==> config.mk <==
export PLATFORM = sky130hd
export DESIGN_NAME = booth_seq_mult_ctrl
export DESIGN_NICKNAME = d
export VERILOG_FILES = /design/src/rtl/booth_pkg.sv /design/src/rtl/booth_digit_enc.sv /design/src/rtl/booth_seq_mult_ctrl.sv
export SDC_FILE = /design/constraint.sdc
export NUM_CORES = 1
export LEC_CHECK = 0
export CORE_MARGIN = 2
export CORE_UTILIZATION = 40
export DETAILED_ROUTE_END_ITERATION = 7
export PLACE_DENSITY_LB_ADDON = 0.15
export SLEW_MARGIN = 20
export SYNTH_ARGS = -nofsm -noshare
export SYNTH_HDL_FRONTEND = slang
export SYNTH_SLANG_ARGS = --single-unit
==> constraint.sdc <==
create_clock -name clk -period 8.4 [get_ports clk]
set_input_delay 2.52 -clock clk [delete_from_list [all_inputs] [get_ports clk]]
set_output_delay 2.52 -clock clk [all_outputs]
set_load 0.005 [all_outputs]
==> src/rtl/booth_pkg.sv <==
// Shared types for the radix-4 Booth sequential multiplier: FSM states,
// Booth digit control bundle, default operand width and the group decoder.
package booth_pkg;

  localparam int unsigned N_DEFAULT = 16;

  typedef enum logic [1:0] {
    IDLE,
    RUN,
    DONE
  } state_e;

  // Digit d in {-2,-1,0,+1,+2} as sign, doubling and zero flags
  typedef struct packed {
    logic neg;
    logic two;
    logic zero;
  } booth_ctrl_t;

  localparam booth_ctrl_t CTRL_ZERO = '{neg: 1'b0, two: 1'b0, zero: 1'b1};

  // Decode {b[2i+1], b[2i], b[2i-1]} into Booth digit controls
  function automatic booth_ctrl_t booth_decode(input logic [2:0] grp);
    booth_ctrl_t c;
    c.neg  = grp[2] & ~(grp[1] & grp[0]);
    c.two  = (grp == 3'b011) | (grp == 3'b100);
    c.zero = (grp == 3'b000) | (grp == 3'b111);
    return c;
  endfunction

endpackage

==> src/rtl/booth_digit_enc.sv <==
// Booth digit encoder: turns one 3-bit multiplier group into digit controls
// and the sign-extended, position-shifted 2N-bit partial product d*a.
module booth_digit_enc
  import booth_pkg::*;
#(
  parameter int unsigned N  = N_DEFAULT,
  parameter int unsigned SW = 4
) (
  input  logic [2:0]     grp_i,
  input  logic [N-1:0]   a_i,
  input  logic [SW-1:0]  sh_i,
  output booth_ctrl_t    ctrl_o,
  output logic [2*N-1:0] pp_o
);

  logic [2*N-1:0] mag;

  // Scale, negate and position the multiplicand for this digit
  always_comb begin
    ctrl_o = booth_decode(grp_i);
    mag    = {{N{a_i[N-1]}}, a_i};
    if (ctrl_o.two) mag = mag << 1;
    if (ctrl_o.neg) mag = '0 - mag;
    pp_o   = ctrl_o.zero ? '0 : (mag << sh_i);
  end

endmodule

==> src/rtl/booth_seq_mult_ctrl.sv <==
// Sequential radix-4 Booth multiplier: one Booth digit per clock, product
// held with valid/ready handshake. Optional macro BOOTH_EARLY_TERM_EN stops
// as soon as every remaining Booth digit is zero.
module booth_seq_mult_ctrl
  import booth_pkg::*;
#(
  parameter int unsigned N = N_DEFAULT
) (
  input  logic           clk,
  input  logic           rst,
  input  logic           in_valid,
  output logic           in_ready,
  input  logic [N-1:0]   a,
  input  logic [N-1:0]   b,
  output logic           out_valid,
  input  logic           out_ready,
  output logic [2*N-1:0] product,
  output logic           busy
);

  localparam int unsigned P  = N / 2;
  localparam int unsigned CW = $clog2(P) + 1;

  state_e         state_q, state_d;
  logic [N-1:0]   a_q, b_q;
  logic [2*N-1:0] acc_q, acc_d;
  logic [CW-1:0]  cnt_q;

  logic [N:0]     bx;
  logic [2:0]     grp;
  booth_ctrl_t    ctrl;
  logic [2*N-1:0] pp;
  logic           last_digit;
  logic           rest_zero;
  logic           finish;

  // Select the current Booth group with b[-1] = 0 appended below bit 0
  always_comb begin
    bx  = {b_q, 1'b0};
    grp = 3'(bx >> {cnt_q, 1'b0});
  end

  booth_digit_enc #(
    .N  (N),
    .SW (CW + 1)
  ) u_enc (
    .grp_i  (grp),
    .a_i    (a_q),
    .sh_i   ({cnt_q, 1'b0}),
    .ctrl_o (ctrl),
    .pp_o   (pp)
  );

  // Remaining digits cnt+1..P-1 are all zero exactly when b[N-1:2cnt+1]
  // is a pure sign extension.
  always_comb begin
    last_digit = (cnt_q == CW'(P - 1));
    rest_zero  = ((b_q ^ {N{b_q[N-1]}}) >> {cnt_q, 1'b1}) == '0;
`ifdef BOOTH_EARLY_TERM_EN
    finish     = last_digit | rest_zero;
`else
    finish     = last_digit;
`endif
  end

  // Accumulate only for non-zero digits
  always_comb begin
    acc_d = acc_q;
    if (ctrl != CTRL_ZERO) acc_d = acc_q + pp;
  end

  // State register
  always_ff @(posedge clk) begin
    if (rst) state_q <= IDLE;
    else     state_q <= state_d;
  end

  // Next-state logic
  always_comb begin
    state_d = state_q;
    case (state_q)
      IDLE:    if (in_valid)  state_d = RUN;
      RUN:     if (finish)    state_d = DONE;
      DONE:    if (out_ready) state_d = IDLE;
      default:                state_d = IDLE;
    endcase
  end

  // Outputs decoded from the current state
  always_comb begin
    in_ready  = (state_q == IDLE);
    out_valid = (state_q == DONE);
    busy      = (state_q == RUN) || (state_q == DONE);
    product   = acc_q;
  end

  // Operand capture, accumulator and digit counter
  always_ff @(posedge clk) begin
    if (rst) begin
      a_q   <= '0;
      b_q   <= '0;
      acc_q <= '0;
      cnt_q <= '0;
    end else if (state_q == IDLE && in_valid) begin
      a_q   <= a;
      b_q   <= b;
      acc_q <= '0;
      cnt_q <= '0;
    end else if (state_q == RUN) begin
      acc_q <= acc_d;
      cnt_q <= cnt_q + 1'b1;
    end
  end

endmodule

After elaboration in Yosys (flattened, before gate mapping)
Index checks and enable logic that the tools add are counted.
{"block": "totals", "regBits": 70}
{"block": "op_classes", "n_reduce_logical": 7, "mux": 7, "bitwise": 5, "eq_ne": 10, "shift": 2, "add_sub_neg": 3}
{"operator": "32-bit two-way mux", "n": 2}
{"operator": "32-bit adder", "n": 1}
{"operator": "32-bit by 5-bit << shifter with 32-bit output", "n": 1}
{"operator": "1-bit by 32-bit subtractor with 32-bit output, first input constant", "n": 1}
{"operator": "17-bit by 5-bit >> shifter with 3-bit output", "n": 1}
{"operator": "16-bit two-way mux", "n": 1}
{"operator": "3-bit equality test, second input constant", "n": 2}
{"operator": "2-bit two-way mux", "n": 3}
{"operator": "2-bit case mux with 3 select lines", "n": 1}
{"operator": "4-bit by 1-bit adder with 4-bit output, second input constant", "n": 1}
{"operator": "4-bit by 3-bit equality test with 1-bit output, second input constant", "n": 1}
{"operator": "2-bit != test, second input constant", "n": 2}
{"operator": "3-bit by 2-bit equality test with 1-bit output, second input constant", "n": 1}
{"operator": "3-bit logical NOT", "n": 1}
{"operator": "3-bit by 1-bit != test with 1-bit output, second input constant", "n": 1}
{"operator": "3-bit AND reduction", "n": 1}
{"operator": "1-bit bitwise AND", "n": 2}
{"operator": "2-bit by 1-bit equality test with 1-bit output, second input constant", "n": 1}
{"operator": "2-bit equality test, second input constant", "n": 1}
{"operator": "2-bit logical NOT", "n": 1}
{"operator": "2-bit by 1-bit != test with 1-bit output, second input constant", "n": 1}
{"operator": "1-bit bitwise OR", "n": 2}
{"operator": "2-bit AND reduction", "n": 1}
{"operator": "2-bit OR reduction", "n": 1}
{"operator": "other kinds (3)", "n": 3}

Depth between registers and ports, before layout
{"block": "logic_depth", "depth_word": 9, "depth_mapped": 33, "ltp_nobuf": 29}

Cells and area by module
A second synthesis with hierarchy kept.
{"block": "unflattened", "cells_unflattened": 1057, "area_unflattened_um2": 7495.9}
{"module": "booth_seq_mult_ctrl", "cells_each": 595, "instances": 1, "seq_area_each_um2": 1401.3, "area_each_um2": 4598.2}
{"module": "booth_digit_enc", "cells_each": 462, "instances": 1, "seq_area_each_um2": 0.0, "area_each_um2": 2897.8}

Worst setup path before layout
OpenSTA, ideal clock, no wires.
{"block": "synth_timing", "kind": "register -> register", "start": "register cnt_q[1]", "end": "register acc_q[31] (netlist: product[31])", "path_buffers": 4, "period_less_slack_ns": 7.525, "setup_time_ns": 0.070, "path_stages_with_launch": 34, "arrival_time_ns": 7.456, "t_required_ns": 8.330, "path_slack_ns": 0.875, "path_cell_list": "dfxtp_1 -> buf_2 -> mux4_2 -> nand2b_1 -> o221ai_1 -> o311ai_1 -> buf_2 -> clkbuf_1 -> nand2_1 -> ha_1 -> or3b_2 -> or4_1 -> or2_1 -> clkbuf_1 -> nor4_1 -> a21boi_0 -> o211ai_1 -> o311a_1 -> a22o_1 -> mux2_2 -> nor2_1 -> a211oi_1 -> ha_1 -> nand4_1 -> nor2_1 -> a211o_1 -> a221oi_1 -> a21oi_1 -> o31ai_1 -> o21ai_0 -> a21oi_1 -> xnor2_1 -> or3_1 -> a21oi_1"}
{"block": "synth_via", "elab_chain_cells": 9, "word_cells_on_any_way": 18}
{"item": "start: declaration", "line": "booth_seq_mult_ctrl.sv:27", "source": "logic [CW-1:0] cnt_q;"}
{"item": "start signal: assignment", "line": "booth_seq_mult_ctrl.sv:111", "source": "cnt_q <= cnt_q + 1'b1;"}
{"item": "17-bit by 5-bit >> shifter with 3-bit output", "line": "booth_seq_mult_ctrl.sv:40", "source": "grp = 3'(bx >> {cnt_q, 1'b0});"}
{"item": "3-bit by 2-bit equality test with 1-bit output or 3-bit equality test (tied branches)", "line": "booth_pkg.sv:26", "source": "c.two = (grp == 3'b011) | (grp == 3'b100);"}
{"item": "1-bit bitwise OR", "line": "booth_pkg.sv:26"}
{"item": "16-bit two-way mux", "line": "booth_digit_enc.sv:22", "source": "if (ctrl_o.two) mag = mag << 1;"}
{"item": "1-bit by 32-bit subtractor with 32-bit output", "line": "booth_digit_enc.sv:23", "source": "if (ctrl_o.neg) mag = '0 - mag;"}
{"item": "32-bit two-way mux", "line": "booth_digit_enc.sv:23"}
{"item": "32-bit by 5-bit << shifter with 32-bit output", "line": "booth_digit_enc.sv:24", "source": "pp_o = ctrl_o.zero ? '0 : (mag << sh_i);"}
{"item": "32-bit two-way mux", "line": "booth_digit_enc.sv:24"}
{"item": "32-bit adder", "line": "booth_seq_mult_ctrl.sv:69", "source": "if (ctrl != CTRL_ZERO) acc_d = acc_q + pp;"}
{"item": "end signal: assignment", "line": "booth_seq_mult_ctrl.sv:102", "source": "acc_q <= '0;"}
{"item": "end signal: assignment", "line": "booth_seq_mult_ctrl.sv:107", "source": "acc_q <= '0;"}
{"item": "end signal: assignment", "line": "booth_seq_mult_ctrl.sv:110", "source": "acc_q <= acc_d;"}
{"item": "end: declaration", "line": "booth_seq_mult_ctrl.sv:26", "source": "logic [2*N-1:0] acc_q, acc_d;"}
Parallel ways exist; a longest one is shown, timed or not.
A chain may end at the register's enable or synchronous reset.

Worst setup path after layout
{"block": "layout_timing", "start": "register cnt_q[2]", "end": "register acc_q[31] (netlist: product[31])"}
The elaborated chain is that of the path after synthesis.

==> results by stage <==
Worst setup path:
- Among all stages on the critical path, the largest delay is contributed by or4_1.
- The kind of start point of the critical path is a flip-flop.
- The data required time of the worst path is 8.68 ns.
- Data on the critical path arrives at its endpoint at 7.94 ns.
- The highest net fanout along the worst path is 29.
- The most numerous cell type found on the critical path is a21oi_1.
- The worst setup slack for register-to-register paths is 0.74 ns.
- The launch point of the worst reg-to-reg path is cnt_q[2].
- The worst stage delay on the critical path is 0.49 ns.
- Measured in cells, the most critical reg-to-reg path has a length of 30.
- The setup path with the least slack is of type reg2reg.
- The worst register-to-register path ends at product[31].
- STA classifies the critical path endpoint as a flip-flop.

Pwr:
- The share of total power in sequential cells is 0.232.
- For this design the total switching power over the nets is 807 µW.
- The cell-internal power is 994 µW.
- Of the total power, the share spent switching nets is 0.448.
- Of the total power, the clock network draws 0.239.
- Power spread over the standard cell area amounts to 242 nW/µm².
- The worst-case IR drop observed on VDD is 0.174 mV.
- The share of total power dissipated in combinational logic is 0.529.
- In this run the static leakage power is 0.00283 µW.

Synthesis:
- The cell area after synthesis is 6360 µm².
- The predominant post-synthesis flop cell is dfxtp_1.
- In this run, synthesis inferred 0 flip-flops with an integrated enable.
- Of the total synthesized cell area, the portion taken by AND, OR, NAND and NOR gates is 0.241.
- The xor-xnor portion of the synthesized cell area is 0.0469.
- The synthesized net count is 951.
- Yosys attributes the largest share of cell area to dfxtp_1 (22%), nand2_1 (9.9%), a21oi_1 (8.2%).
- The post-synthesis cell count is 877.
- The fraction of post-synthesis cell area in the top cell type by area is 0.220.
- The number of synthesized register bits is 70.
- The portion of synthesized area spent on multiplexers is 0.0596.
- The largest family of logic cells by synthesized area is compound AO/OA/AOI/OAI gates.
- The most common cell in the netlist is nand2_1.
- Counting distinct cell types in the post-synthesis netlist gives 82.
- After synthesis, the share of flip-flops with an asynchronous set or reset is 0.
- The synthesized area divided by synthesized cell count is 7.25 µm².
- The adder and majority cell fraction of the synthesized area is 0.0760.
- The fraction of the mapped netlist area in compound gates is 0.285.
- The sequential share of the synthesized area is 0.220.
- The commonest cells after synthesis are nand2_1 (167), a21oi_1 (104), nor2_1 (76).
- The number of warnings reported in the yosys synthesis log is 0.
- The dominant cell type by area after synthesis is dfxtp_1.

Finish:
- Measured on the finished design, the core utilization comes to 0.474.
- The layout overhead on the synthesized area is 17.2%.
- The number of fill cells in the layout is 1,619.
- The final layout net count is 987.
- In the final layout, the share of cells above drive strength 1 is 0.0784.
- The number of diodes is 0.
- Summing all non-filler instances in the final layout gives an area of 7450 µm².

Detailed routing:
- Using the TritonRoute via totals, the vias-per-cell ratio works out to 5.67.
- For this block, the routed nets add up to 18.5 mm of wire.
- The first routing iteration left 566 violations.
- After detailed routing, the average wire length per cell comes to 16.3 µm.
- The first-pass detailed-route iteration total is 5.
- The count of unresolved DRC violations after routing is 0.
- The total via count after detailed routing is 6,425.
- The count of nets left with antenna violations once routing finished came out at 0.

Placement:
- The HPWL after detailed placement is 13.6 mm.
- Timing analysis after detailed placement gives a worst setup slack of 0.380 ns.
- At the end of routability-driven placement, the weighted congestion stood at 0.903.
- In this run the tool buffered the top-level ports with 70 buffer cells.
- After detailed placement, the total cell area comes to 7090 µm².

Clocking:
- The number of buffers between clock root and the deepest sink is 2.
- The count of H-tree levels built during CTS is 3.
- The cell chosen for the clock root is clkbuf_16.
- Clock-pin slew was measured on the worst setup and hold paths at 0.06 ns.
- The number of resized instances in the post-cts repair step is 0.
- The CTS tree is yes.
- The number of buffers created by CTS is 9.
- The count of hold buffers inserted by post-cts repair is 0.
- The clock net in this run drives a total of 70 sinks.
- At the later pin of the worst-skew pair, clock insertion delay measures 0.36 ns.
- After clock tree synthesis, the setup repair step added 0 buffers.

Timing:
- Setup violations remaining at the end of the flow were counted as 0.
- The final-report hold violation count came to 0.
- The peak clock frequency supported by timing is 131 MHz.
- The worst slew slack as a fraction of its limit is 0.307.
- The routed design could run at a clock period as short as 7.66 ns.
- In the finished design, the share of the clock period the worst path needs comes to 0.911.
- Setup repair after global routing left no endpoint under its margin.
- For the final routed database, the setup TNS stands at 0 ns.
- The clock skew after layout is 0.00718 ns.
- For the pin with the worst max-slew slack, the measured transition is 1.04 ns.
- The worst-case setup margin in the final layout is 0.744 ns.
- The final-report max-slew violation count is 0.
- Hold timing on the final database bottoms out at a slack of 0.454 ns.

Die:
- The overall die height is 130 µm.
- The overall die area is 16,900 µm².
- The floorplan step set the die width to 130 µm.
- The floorplan step defined a core boundary enclosing 15,700 µm².
- The initial utilization of the core area, before any placement, comes to 0.405.
- The count of boundary I/O pins is 71.
- The total number of placement rows is 46.

Global routing:
- The initial antenna violation count was 0.
- The global-route usage over all layers is 0.226.
- The maximum number of pins on one net before global-route repair is 38.
- The first global-routing pass estimated 30.4 mm of wire.
- The via count of the first global-routing pass came to 5,893.
- The total grt overflow is 0.

Hold path:
- The worst hold endpoint is b_q[14].
- The worst hold path belongs to the class reg2reg.
- The cell count of the worst hold path is 2.
- The start point of the worst hold path is b_q[14].

Job:
- Max-cap violations in this run came to 0.

Run status:
- The run finished with clean final reports.
-- power groups by stage --
stage               Combinational (µW)  Clock, µW  Sequential (µW)
floorplan                          730          0              396
global placement                   935          0              424
detailed placement                 929          0              424
CTS                                934        440              417
global route                      1050        452              425
finish                             953        430              418
-- routing by layer --
| metal | global-route usage | up-vias | routed length (µm) |
|---|---|---|---|
| li1 | - | 3242 | - |
| met1 | 0.325 | 2981 | 9030 |
| met2 | 0.348 | 180 | 8090 |
| met3 | 0.0340 | 22 | 1060 |
| met4 | 0.0670 | 0 | 312 |
| met5 | 0 | - | 0 |
-- worst max-delay path: cells and delay by family (launching register included) --
| family | cells | cell delay (ns) |
|---|---|---|
| AOI/OAI and AO/OA | 13 | 2.83 |
| and+or+nand+nor | 11 | 2.72 |
| adders and majority gates | 2 | 0.58 |
| muxes | 2 | 0.56 |
| DFF | 1 | 0.45 |
| buffers and inverters | 1 | 0.34 |
| xor gates and xnor gates | 1 | 0.10 |
-- how the worst max path moves through the flow --
| stage | start | to | slack, ns | cells after the start |
|---|---|---|---|---|
| after CTS | cnt_q[1] | product[31] | 0.33 | 29 |
| after global placement | cnt_q[1] | product[31] | 0.52 | 29 |
| after global routing | cnt_q[2] | product[31] | 0.05 | 30 |
| final | cnt_q[2] | product[31] | 0.74 | 30 |
| after floorplan | cnt_q[1] | product[31] | 0.87 | 33 |
| after detailed placement | cnt_q[1] | product[31] | 0.38 | 29 |
-- cell families after synthesis --
kind of cell / after synthesis
buffers and inverters: 84
adder cells (fa/ha/maj): 38
AO/OA/AOI/OAI: 277
AND/OR/NAND/NOR: 342
XOR/XNOR: 34
multiplexers: 32
flip-flops: 70
-- layout by cell type (no fill, tap or decap), drive strengths merged, types with 5 or more instances in the layout --
master	synthesis	final
a21o	14	14
nand2b	10	10
clkbuf	47	10
nor3	19	19
o22ai	6	6
a221oi	5	5
a211oi	11	11
o31ai	5	5
a211o	6	6
xnor2	27	27
clkdlybuf4s50	1	70
and3	5	5
nand2	167	167
a21oi	104	104
o21ai	37	37
or2	6	6
o21a	11	11
xor2	7	7
or4	6	6
ha	37	37
o211ai	7	7
mux2	7	7
nor2b	5	5
nor2	76	76
o311ai	5	5
and2	7	7
o221ai	8	8
buf	9	13
a31oi	14	14
nand3	19	19
nand4	5	5
mux2i	21	21
dfxtp	70	70
or3	7	7
inv	25	26
-- area by class of cell --
type | count | area [µm²] | share of cell area
clock buffers | 10 | 239 | 0.0321
clock inverters | 6 | 93.8 | 0.0126
inverters | 26 | 97.6 | 0.0131
multi-input cells | 723 | 4550 | 0.611
flip-flops and latches | 70 | 1400 | 0.188
well taps | 216 | 270 | 0.0363
repair buffers | 83 | 798 | 0.107
-- state kept, by name, indices dropped and copies added (netlist names) --
signal	flops
b_q	16
product	32
cnt_q	4
a_q	16
state_q	2
-- metrics by stage --
| step | power (µW) | std cells |
|---|---|---|
| 2_1_floorplan | 1130 | 877 |
| 4_1_cts | 1790 | 1134 |
| 5_1_grt | 1930 | 1134 |
| 3_3_place_gp | 1360 | 1118 |
| 6_report | 1800 | 1134 |
| 3_5_place_dp | 1350 | 1118 |
No activity file was read; power rests on OpenSTA's default activity.
